$ cat src/rtl/mem_port_arbiter.sv
// Arbitrates the fetch (IF) and data (DM) ports onto one single-ported, fixed-latency memory.
// Optional macro MEM_ARB_RR_EN: round-robin grant on a tie; default build is fixed DM-over-IF.
module mem_port_arbiter #(
    parameter int unsigned AW      = 32,
    parameter int unsigned DW      = 32,
    parameter int unsigned MEM_LAT = 2
) (
    input  logic            clk,
    input  logic            rst_n,
    input  logic            if_req,
    input  logic [AW-1:0]   if_addr,
    output logic [DW-1:0]   if_rdata,
    output logic            if_ack,
    output logic            if_stall,
    input  logic            dm_req,
    input  logic            dm_we,
    input  logic [AW-1:0]   dm_addr,
    input  logic [DW-1:0]   dm_wdata,
    input  logic [DW/8-1:0] dm_be,
    output logic [DW-1:0]   dm_rdata,
    output logic            dm_ack,
    output logic            dm_stall,
    output logic            mem_en,
    output logic            mem_we,
    output logic [AW-1:0]   mem_addr,
    output logic [DW-1:0]   mem_wdata,
    output logic [DW/8-1:0] mem_be,
    input  logic [DW-1:0]   mem_rdata,
    output logic            busy
);

    localparam int unsigned BW = DW / 8;
    localparam int unsigned CW = 4;

    typedef enum logic [1:0] {
        S_IDLE  = 2'd0,
        S_ISSUE = 2'd1,
        S_WAIT  = 2'd2,
        S_RESP  = 2'd3
    } state_t;

    typedef enum logic {
        OWN_IF = 1'b0,
        OWN_DM = 1'b1
    } owner_t;

    if (MEM_LAT == 0 || MEM_LAT > 15) begin : g_lat_check
        $error("mem_port_arbiter: MEM_LAT=%0d outside legal range 1..15", MEM_LAT);
    end

    state_t          r_state;
    logic [CW-1:0]   r_cnt;
    owner_t          r_owner;
    owner_t          r_last_owner;
    logic            r_we;
    logic [AW-1:0]   r_addr;
    logic [DW-1:0]   r_wdata;
    logic [BW-1:0]   r_be;
    logic            r_mem_en;
    logic            r_mem_we;
    logic            r_if_ack;
    logic            r_dm_ack;
    logic [DW-1:0]   r_if_rdata;
    logic [DW-1:0]   r_dm_rdata;
    logic            r_busy;

    logic            w_any_req;
    logic            w_grant_dm;

    assign w_any_req = if_req | dm_req;

`ifdef MEM_ARB_RR_EN
    // On a tie the port that did not win last time is granted.
    assign w_grant_dm = dm_req & (~if_req | (r_last_owner == OWN_IF));
`else
    assign w_grant_dm = dm_req;
`endif

    // Access sequencer: latch winner, one-cycle strobe, count latency, capture, ack.
    always_ff @(posedge clk or negedge rst_n) begin
        if (!rst_n) begin
            r_state      <= S_IDLE;
            r_cnt        <= '0;
            r_owner      <= OWN_IF;
            r_last_owner <= OWN_IF;
            r_we         <= 1'b0;
            r_addr       <= '0;
            r_wdata      <= '0;
            r_be         <= '0;
            r_mem_en     <= 1'b0;
            r_mem_we     <= 1'b0;
            r_if_ack     <= 1'b0;
            r_dm_ack     <= 1'b0;
            r_if_rdata   <= '0;
            r_dm_rdata   <= '0;
            r_busy       <= 1'b0;
        end else begin
            r_mem_en <= 1'b0;
            r_mem_we <= 1'b0;
            r_if_ack <= 1'b0;
            r_dm_ack <= 1'b0;
            case (r_state)
                S_IDLE: begin
                    if (w_any_req) begin
                        r_owner  <= w_grant_dm ? OWN_DM : OWN_IF;
                        r_addr   <= w_grant_dm ? dm_addr : if_addr;
                        r_we     <= w_grant_dm & dm_we;
                        r_be     <= (w_grant_dm && dm_we) ? dm_be : {BW{1'b1}};
                        if (w_grant_dm) begin
                            r_wdata <= dm_wdata;
                        end
                        r_mem_en <= 1'b1;
                        r_mem_we <= w_grant_dm & dm_we;
                        r_busy   <= 1'b1;
                        r_state  <= S_ISSUE;
                    end
                end
                S_ISSUE: begin
                    r_cnt   <= CW'(1);
                    r_state <= S_WAIT;
                end
                S_WAIT: begin
                    if (r_cnt == CW'(MEM_LAT)) begin
                        if (!r_we) begin
                            if (r_owner == OWN_DM) begin
                                r_dm_rdata <= mem_rdata;
                            end else begin
                                r_if_rdata <= mem_rdata;
                            end
                        end
                        r_dm_ack <= (r_owner == OWN_DM);
                        r_if_ack <= (r_owner == OWN_IF);
                        r_state  <= S_RESP;
                    end else begin
                        r_cnt <= r_cnt + CW'(1);
                    end
                end
                S_RESP: begin
                    if (r_owner != r_last_owner) begin
                        r_last_owner <= r_owner;
                    end
                    r_cnt   <= '0;
                    r_busy  <= 1'b0;
                    r_state <= S_IDLE;
                end
                default: begin
                    r_busy  <= 1'b0;
                    r_state <= S_IDLE;
                end
            endcase
        end
    end

    assign if_rdata  = r_if_rdata;
    assign if_ack    = r_if_ack;
    assign if_stall  = if_req & ~r_if_ack;
    assign dm_rdata  = r_dm_rdata;
    assign dm_ack    = r_dm_ack;
    assign dm_stall  = dm_req & ~r_dm_ack;
    assign mem_en    = r_mem_en;
    assign mem_we    = r_mem_we;
    assign mem_addr  = r_addr;
    assign mem_wdata = r_wdata;
    assign mem_be    = r_be;
    assign busy      = r_busy;

endmodule

$ cat config.mk
export PLATFORM = sky130hd
export DESIGN_NAME = mem_port_arbiter
export DESIGN_NICKNAME = d
export VERILOG_FILES = /design/src/rtl/mem_port_arbiter.sv
export SDC_FILE = /design/constraint.sdc
export NUM_CORES = 1
export LEC_CHECK = 0
export ABC_CLOCK_PERIOD_IN_PS = 3500
export CORE_UTILIZATION = 45
export CTS_CLUSTER_DIAMETER = 100
export DETAILED_ROUTE_END_ITERATION = 8
export PLACE_DENSITY = 0.84
export SLEW_MARGIN = 20
export SYNTH_ARGS = -nofsm -noshare
export SYNTH_HDL_FRONTEND = slang
export SYNTH_SLANG_ARGS = --single-unit
$ cat constraint.sdc
create_clock -name clk -period 3.5 [get_ports clk]
set_clock_uncertainty 0.05 [all_clocks]
set_input_delay 0.875 -clock clk [delete_from_list [all_inputs] [get_ports clk]]
set_output_delay 0.875 -clock clk [all_outputs]
set_load 0.005 [all_outputs]
==> results of run 1 <==
## path summary, 6_finish.rpt
path                            cells after the start                       end  slack (ns)                     from
worst max register to register                      6  if_rdata[15]$_DFFE_PN0P_        0.87     r_cnt[0]$_DFFE_PN0P_
worst min-delay path                                1  if_rdata[10]$_DFFE_PN0P_        0.36                    rst_n
worst max-delay path                                3                  if_stall        0.42                   if_req
worst min register to register                      2   mem_addr[1]$_DFFE_PN0P_        0.43  mem_addr[1]$_DFFE_PN0P_
min in group clk                                    2   mem_addr[1]$_DFFE_PN0P_        0.43  mem_addr[1]$_DFFE_PN0P_
max in group asynchronous                           2  if_rdata[20]$_DFFE_PN0P_        2.18                    rst_n
## sequential cells by signal, indices dropped and copies added, names as in the netlist, 2 cells and up
signal / flops
if_rdata: 32
r_state: 2
mem_wdata: 32
r_cnt: 4
mem_addr: 32
mem_be: 4
dm_rdata: 32
## routing by layer
layer | up-vias | global-route usage [%]
li1 | 2017 | -
met1 | 2136 | 25.93
met2 | 200 | 41.42
met3 | 22 | 9.237
met4 | 0 | 9.367
met5 | - | 0
## cell usage after synthesis
cell | instances | share of area (%)
and4b_1 | 1 | 0.17
buf_2 | 4 | 0.34
nand2_1 | 42 | 2.7
nor2b_1 | 2 | 0.21
or4b_1 | 1 | 0.17
o22a_1 | 5 | 0.74
nor4bb_1 | 1 | 0.17
mux2_4 | 30 | 7.6
buf_6 | 3 | 0.57
mux2_1 | 1 | 0.19
and3_1 | 1 | 0.11
o21ai_0 | 35 | 3.0
ha_1 | 6 | 1.3
mux2_2 | 67 | 13
inv_1 | 6 | 0.38
a21oi_1 | 2 | 0.17
or3b_4 | 1 | 0.19
a22o_1 | 1 | 0.15
o211ai_1 | 1 | 0.13
mux2i_1 | 32 | 5.4
buf_1 | 6 | 0.38
dfrtp_1 | 145 | 61
o22ai_1 | 1 | 0.11
a31oi_1 | 1 | 0.11
nand3_1 | 5 | 0.42
nor2_1 | 5 | 0.32
clkbuf_1 | 11 | 0.70
nor3b_1 | 2 | 0.25
## power breakdown
group	total, mW	switching (mW)	leakage [nW]	internal, mW
Sequential	2.86	0.431	1.78	2.43
Combinational	3.05	1.03	2.18	2.03
Clock	2.03	0.693	0.310	1.34
## cells in the final DEF (no fill, tap or decap), types with 2 or more instances in the layout
| cell type | instances |
|---|---|
| a21oi_1 | 2 |
| nand3_1 | 5 |
| mux2_2 | 67 |
| clkbuf_16 | 17 |
| inv_1 | 6 |
| clkbuf_1 | 2 |
| o21ai_0 | 34 |
| nor2_1 | 5 |
| nor2b_1 | 2 |
| inv_6 | 2 |
| clkdlybuf4s50_1 | 273 |
| dfrtp_1 | 145 |
| o22a_1 | 5 |
| nor3b_1 | 2 |
| bufinv_16 | 6 |
| ha_1 | 6 |
| mux2_4 | 30 |
| mux2i_1 | 32 |
| buf_4 | 6 |
| clkinvlp_4 | 4 |
| nand2_1 | 42 |
## cell families (layout without fill, tap and decap cells)
family,after synthesis,in the layout,share of synthesized area (%)
flops,145,145,61.35
mux,130,130,25.98
buf+inv,30,320,2.369
simple gates,61,61,4.675
fa+ha+maj,6,6,1.269
compound gates,46,46,4.358
## area by class of cell
class,count,area (sq um),area share [%]
Sequential cell,145,3628,38.18
Clock inverter,13,232.7,2.449
Timing Repair Buffer,282,2814,29.61
Multi-Input combinational cell,243,2157,22.70
Inverter,6,22.52,0.2370
Clock buffer,19,432.9,4.556
Tap cell,172,215.2,2.265
## critical path: cells and delay by family
| family | cells | cell delay [ns] |
|---|---|---|
| buffers and inverters | 2 | 1.11 |
| and+or+nand+nor | 1 | 0.16 |
==> run_results.csv, run 1 <==
group,metric,value,unit
status,outcome,"completed",
sta,max_freq,325.0,MHz
sta,max-slew-margin-rel,59.58,%
grt,grt_pass1_wl,23970,um
cells_and_area,instances_no_fill,880,
placement,hpwl,11260,um
cells_and_area,fin_area,9503,sq um
sta,rsz0062_at_grt,"false",
critical_path,setup.worst_path.start_class,"input port",
yosys,yosys_warnings,0,
floorplan,initial_core_util,46.49,%
job,cap_violations,0,
detailed_routing,wl_met2,7861,um
critical_path,cp_slowest_stage_delay,0.57,ns
yosys,ys_seq_area_share,61.35,%
cts,cts_buffers,17,
cells_and_area,fillers,852,
placement,port-buffer-count,275,
floorplan,num_rows,41,
detailed_routing,met3_wirelength,1548,um
critical_path,worstSetupPathType,"in -> out",
sta,hold_violations,0,
critical_path,critPathMaxFanout,3,
cts,htreeDepth,4,
cells_and_area,fin_nets,838,
placement,dp.cells,848,
cts,cts_tree,"built",
yosys,syn_nets,561,
critical_path,arrival,2.15,ns
grt,overflow,0,
cells_and_area,drive_above_1_share,19.63,%
yosys,ys_types,28,
power,total_power,7.946,mW
power,leakage,4.275,nW
detailed_routing,vias_per_cell,4.972,
critical_path,worstPathRequired,2.57,ns
yosys,ys_ff_latch,145,
critical_path,cp_slowest_cell,"clkdlybuf4s50_1",
detailed_routing,drt_wl_total,15520,um
detailed_routing,met1_length,5823,um
cts,cts_resized,0,
critical_path,crit_chain,"clkdlybuf4s50_1, nor2b_1, clkdlybuf4s50_1",
cts,cts-root-buf,"clkbuf_16",
critical_path,critPathCaptureType,"primary output",
power,vdd_drop_max,494.5,uV
worst_hold_path,hp-class,"in -> async",
grt,grt_pass1_vias,4745,
floorplan,die_y,116.6,um
sta,timing.hold.ws,0.3572,ns
cts,clockBufferDepth,2,
grt,grt_antenna_before_repair,0,
detailed_routing,vias,4375,
detailed_routing,wl_per_cell,17.64,um
yosys,synthCells,418,
floorplan,die-width,116.6,um
cells_and_area,n_antenna_cell,0,
detailed_routing,drt_iter0_markers,185,
detailed_routing,firstDrtPassIters,4,
yosys,synthesis.area,5914,sq um
cts,clk_latency,0.41,ns
sta,fin_crit_sh,87.93,%
cts,clkSinkCount,145,
grt,grt_use_total,23.72,%
detailed_routing,postRouteAntennaNets,0,
placement,gp_congestion,0.7299,
critical_path,cp_common_cell,"clkdlybuf4s50_1",
yosys,syn_avg_cell_area,14.15,sq um
floorplan,dieArea,13610,sq um
cells_and_area,area_growth,60.67,%
cells_and_area,postLayoutCoreUtil,74.70,%
cts,postCtsSetupRepairBufs,0,
sta,worst_slack,0.4226,ns
cts,holdBufCountCts,0,
sta,setup_viol_count_final,0,
sta,slew_viol_final,0,
sta,min_period,3.077,ns
detailed_routing,post-route-drc-count,0,
grt,grt_max_degree,59,
power,power_density,836.2,nW/um^2
detailed_routing,top_layer,"met4",
placement,post-place-ws,0.4318,ns
sta,finalSetupTns,0,ns
sta,worst_pin_slew,0.6063,ns
placement,dpl_cell_area,8837,sq um
floorplan,core-area,12720,sq um
floorplan,ioPinCount,276,
cts,cts.clk_slew.worst_paths,0.06,ns
No activity file was read; power rests on OpenSTA's default activity.
==> inputs of run 2 (changes only) <==
--- a/config.mk
+++ b/config.mk
@@ -9,7 +9,8 @@
 export CORE_UTILIZATION = 45
 export CTS_CLUSTER_DIAMETER = 100
 export DETAILED_ROUTE_END_ITERATION = 8
-export PLACE_DENSITY = 0.84
+export PLACE_DENSITY = 0.87
+export SKIP_LAST_GASP = 1
 export SLEW_MARGIN = 20
 export SYNTH_ARGS = -nofsm -noshare
 export SYNTH_HDL_FRONTEND = slang
==> run_results.csv, run 2 (synthesized netlist as in run 1, its figures left out) <==
group,metric,value,unit
floorplan,core-area,12720,sq um
sta,finalSetupTns,0,ns
placement,gp_congestion,0.7350,
floorplan,ioPinCount,276,
detailed_routing,drt_wl_total,15600,um
cts,cts_resized,0,
floorplan,initial_core_util,46.49,%
power,power_density,813.7,nW/um^2
cells_and_area,final_common_cell,"clkdlybuf4s50_1",
critical_path,arrival,2.16,ns
critical_path,r2r_start,"r_cnt[0]$_DFFE_PN0P_",
job,cap_violations,0,
cells_and_area,fillers,848,
cts,clk_latency,0.41,ns
status,outcome,"completed",
floorplan,die-width,116.6,um
cells_and_area,fin_nets,838,
floorplan,num_rows,41,
critical_path,cp_slowest_cell,"clkdlybuf4s50_1",
sta,max-slew-margin-rel,56.85,%
sta,hold_violations,0,
grt,overflow,0,
cells_and_area,layout_common_cells,"273 x clkdlybuf4s50_1, 145 x dfrtp_1, 67 x mux2_2, 42 x nand2_1, 34 x o21ai_0",
power,leakage,4.251,nW
detailed_routing,postRouteAntennaNets,0,
floorplan,die_y,116.6,um
detailed_routing,vias,4327,
sta,max_freq,324.0,MHz
critical_path,timing.critical_path.buf_inv,2,
cts,cts_tree,"built",
critical_path,setup.worst_path.start_class,"input port",
cells_and_area,multi_input_area,2157,sq um
grt,grt_max_degree,69,
detailed_routing,post-route-drc-count,0,
critical_path,reg2regPathDepth,6,
placement,port-buffer-count,275,
cells_and_area,postLayoutCoreUtil,73.94,%
critical_path,crit_chain,"clkdlybuf4s50_1, nor2b_1, clkdlybuf4s50_1",
critical_path,cp_common_cell,"clkdlybuf4s50_1",
sta,min_period,3.086,ns
sta,setup_viol_count_final,0,
critical_path,worstPathRequired,2.57,ns
worst_hold_path,hp-class,"in -> async",
cts,clkSinkCount,145,
sta,slew_viol_final,0,
cts,postCtsSetupRepairBufs,0,
detailed_routing,drt_iter0_markers,210,
cts,cts.clk_slew.worst_paths,0.05,ns
floorplan,dieArea,13610,sq um
placement,hpwl,11680,um
sta,worst_pin_slew,0.6473,ns
cells_and_area,drive_above_1_share,19.38,%
sta,rsz0062_at_grt,"false",
critical_path,timing.rr.end,"if_rdata[6]$_DFFE_PN0P_",
cts,holdBufCountCts,0,
cells_and_area,n_antenna_cell,0,
grt,grt_antenna_before_repair,0,
critical_path,critPathCaptureType,"primary output",
cells_and_area,area_growth,59.04,%
critical_path,worstSetupPathType,"in -> out",
grt,grt_pass1_vias,4680,
critical_path,critPathMaxFanout,3,
power,vdd_drop_max,451.6,uV
grt,grt_use_total,23.88,%
grt,grt_pass1_wl,24120,um
sta,fin_crit_sh,88.18,%
critical_path,path_depth,3,
detailed_routing,firstDrtPassIters,4,
cts,htreeDepth,4,
cells_and_area,ff_latch_area,3628,sq um
detailed_routing,wl_per_cell,17.75,um
critical_path,cp_slowest_stage_delay,0.57,ns
detailed_routing,vias_per_cell,4.923,
critical_path,crit_family,"buffers and inverters",
cts,clockBufferDepth,2,
cts,cts-root-buf,"clkbuf_16",
cts,cts_buffers,17,
critical_path,r2r_setup_slack,0.89,ns
[run 2: cell types whose count changed in the layout (fill, tap and decap cells not counted)]
cell	previous run	this run
clkinv_2	1	4
clkbuf_1	2	3
clkinvlp_4	4	0
clkbuf_8	0	6
inv_6	2	0
bufinv_16	6	1
[run 2: worst register-to-register path, cell delays in order, from the launching register on]
cell and delay (ns):
dfrtp_1 0.40, inv_1 0.11, ha_1 0.20, or3b_4 0.41, or4b_2 0.61, buf_4 0.33, mux2_4 0.39
[run 2: how the worst max path moves through the flow]
stage                       from        to  slack [ns]
after floorplan           dm_req  dm_stall        0.73
after global placement    if_req  if_stall        0.43
after detailed placement  if_req  if_stall        0.42
after CTS                 if_req  if_stall        0.42
after global routing      if_req  if_stall        0.39
final                     if_req  if_stall        0.41
[run 2: final cells by class]
| class | count | area share [%] |
|---|---|---|
| Timing Repair Buffer | 282 | 29.91 |
| Multi-Input combinational cell | 243 | 22.93 |
| Sequential cell | 145 | 38.57 |
| Inverter | 6 | 0.2394 |
| Tap cell | 172 | 2.288 |
| Clock buffer | 26 | 5.520 |
| Clock inverter | 5 | 0.5321 |
[run 2: power by group]
part           leakage (nW)  total [mW]  internal [mW]  switching (mW)
Clock                 0.286        1.72           1.08           0.642
Sequential             1.78        2.87           2.43           0.436
Combinational          2.18        3.06           2.02            1.04
Total                  4.25        7.65           5.54            2.12
[run 2: metrics by stage]
step	worst slack (ns)	hold WS [ns]	cell area (sq um)	power, mW	instances
3_5_place_dp	0.4204	0.4230	8837	5.964	848
4_1_cts	0.4204	0.4178	9407	7.737	879
2_1_floorplan	0.7316	0.3944	5914	3.978	418
6_report	0.4137	0.3949	9407	7.654	879
5_1_grt	0.3922	0.4376	9407	8.123	879
3_3_place_gp	0.4283	0.4123	8837	5.780	848
[run 2: metal layers]
metal	GRT usage, %	share of wire, %
met5	0	0
met4	11.22	2.9
met3	9.341	9.7
met2	41.62	51
met1	25.40	36
==> inputs of run 3 (changes only) <==
--- a/config.mk
+++ b/config.mk
@@ -10,6 +10,7 @@
 export CTS_CLUSTER_DIAMETER = 100
 export DETAILED_ROUTE_END_ITERATION = 8
 export PLACE_DENSITY = 0.87
+export SKIP_CTS_REPAIR_TIMING = 1
 export SKIP_LAST_GASP = 1
 export SLEW_MARGIN = 20
 export SYNTH_ARGS = -nofsm -noshare
==> results of run 3 <==
The final DEF is identical to that of run 2; final timing and power are the same.
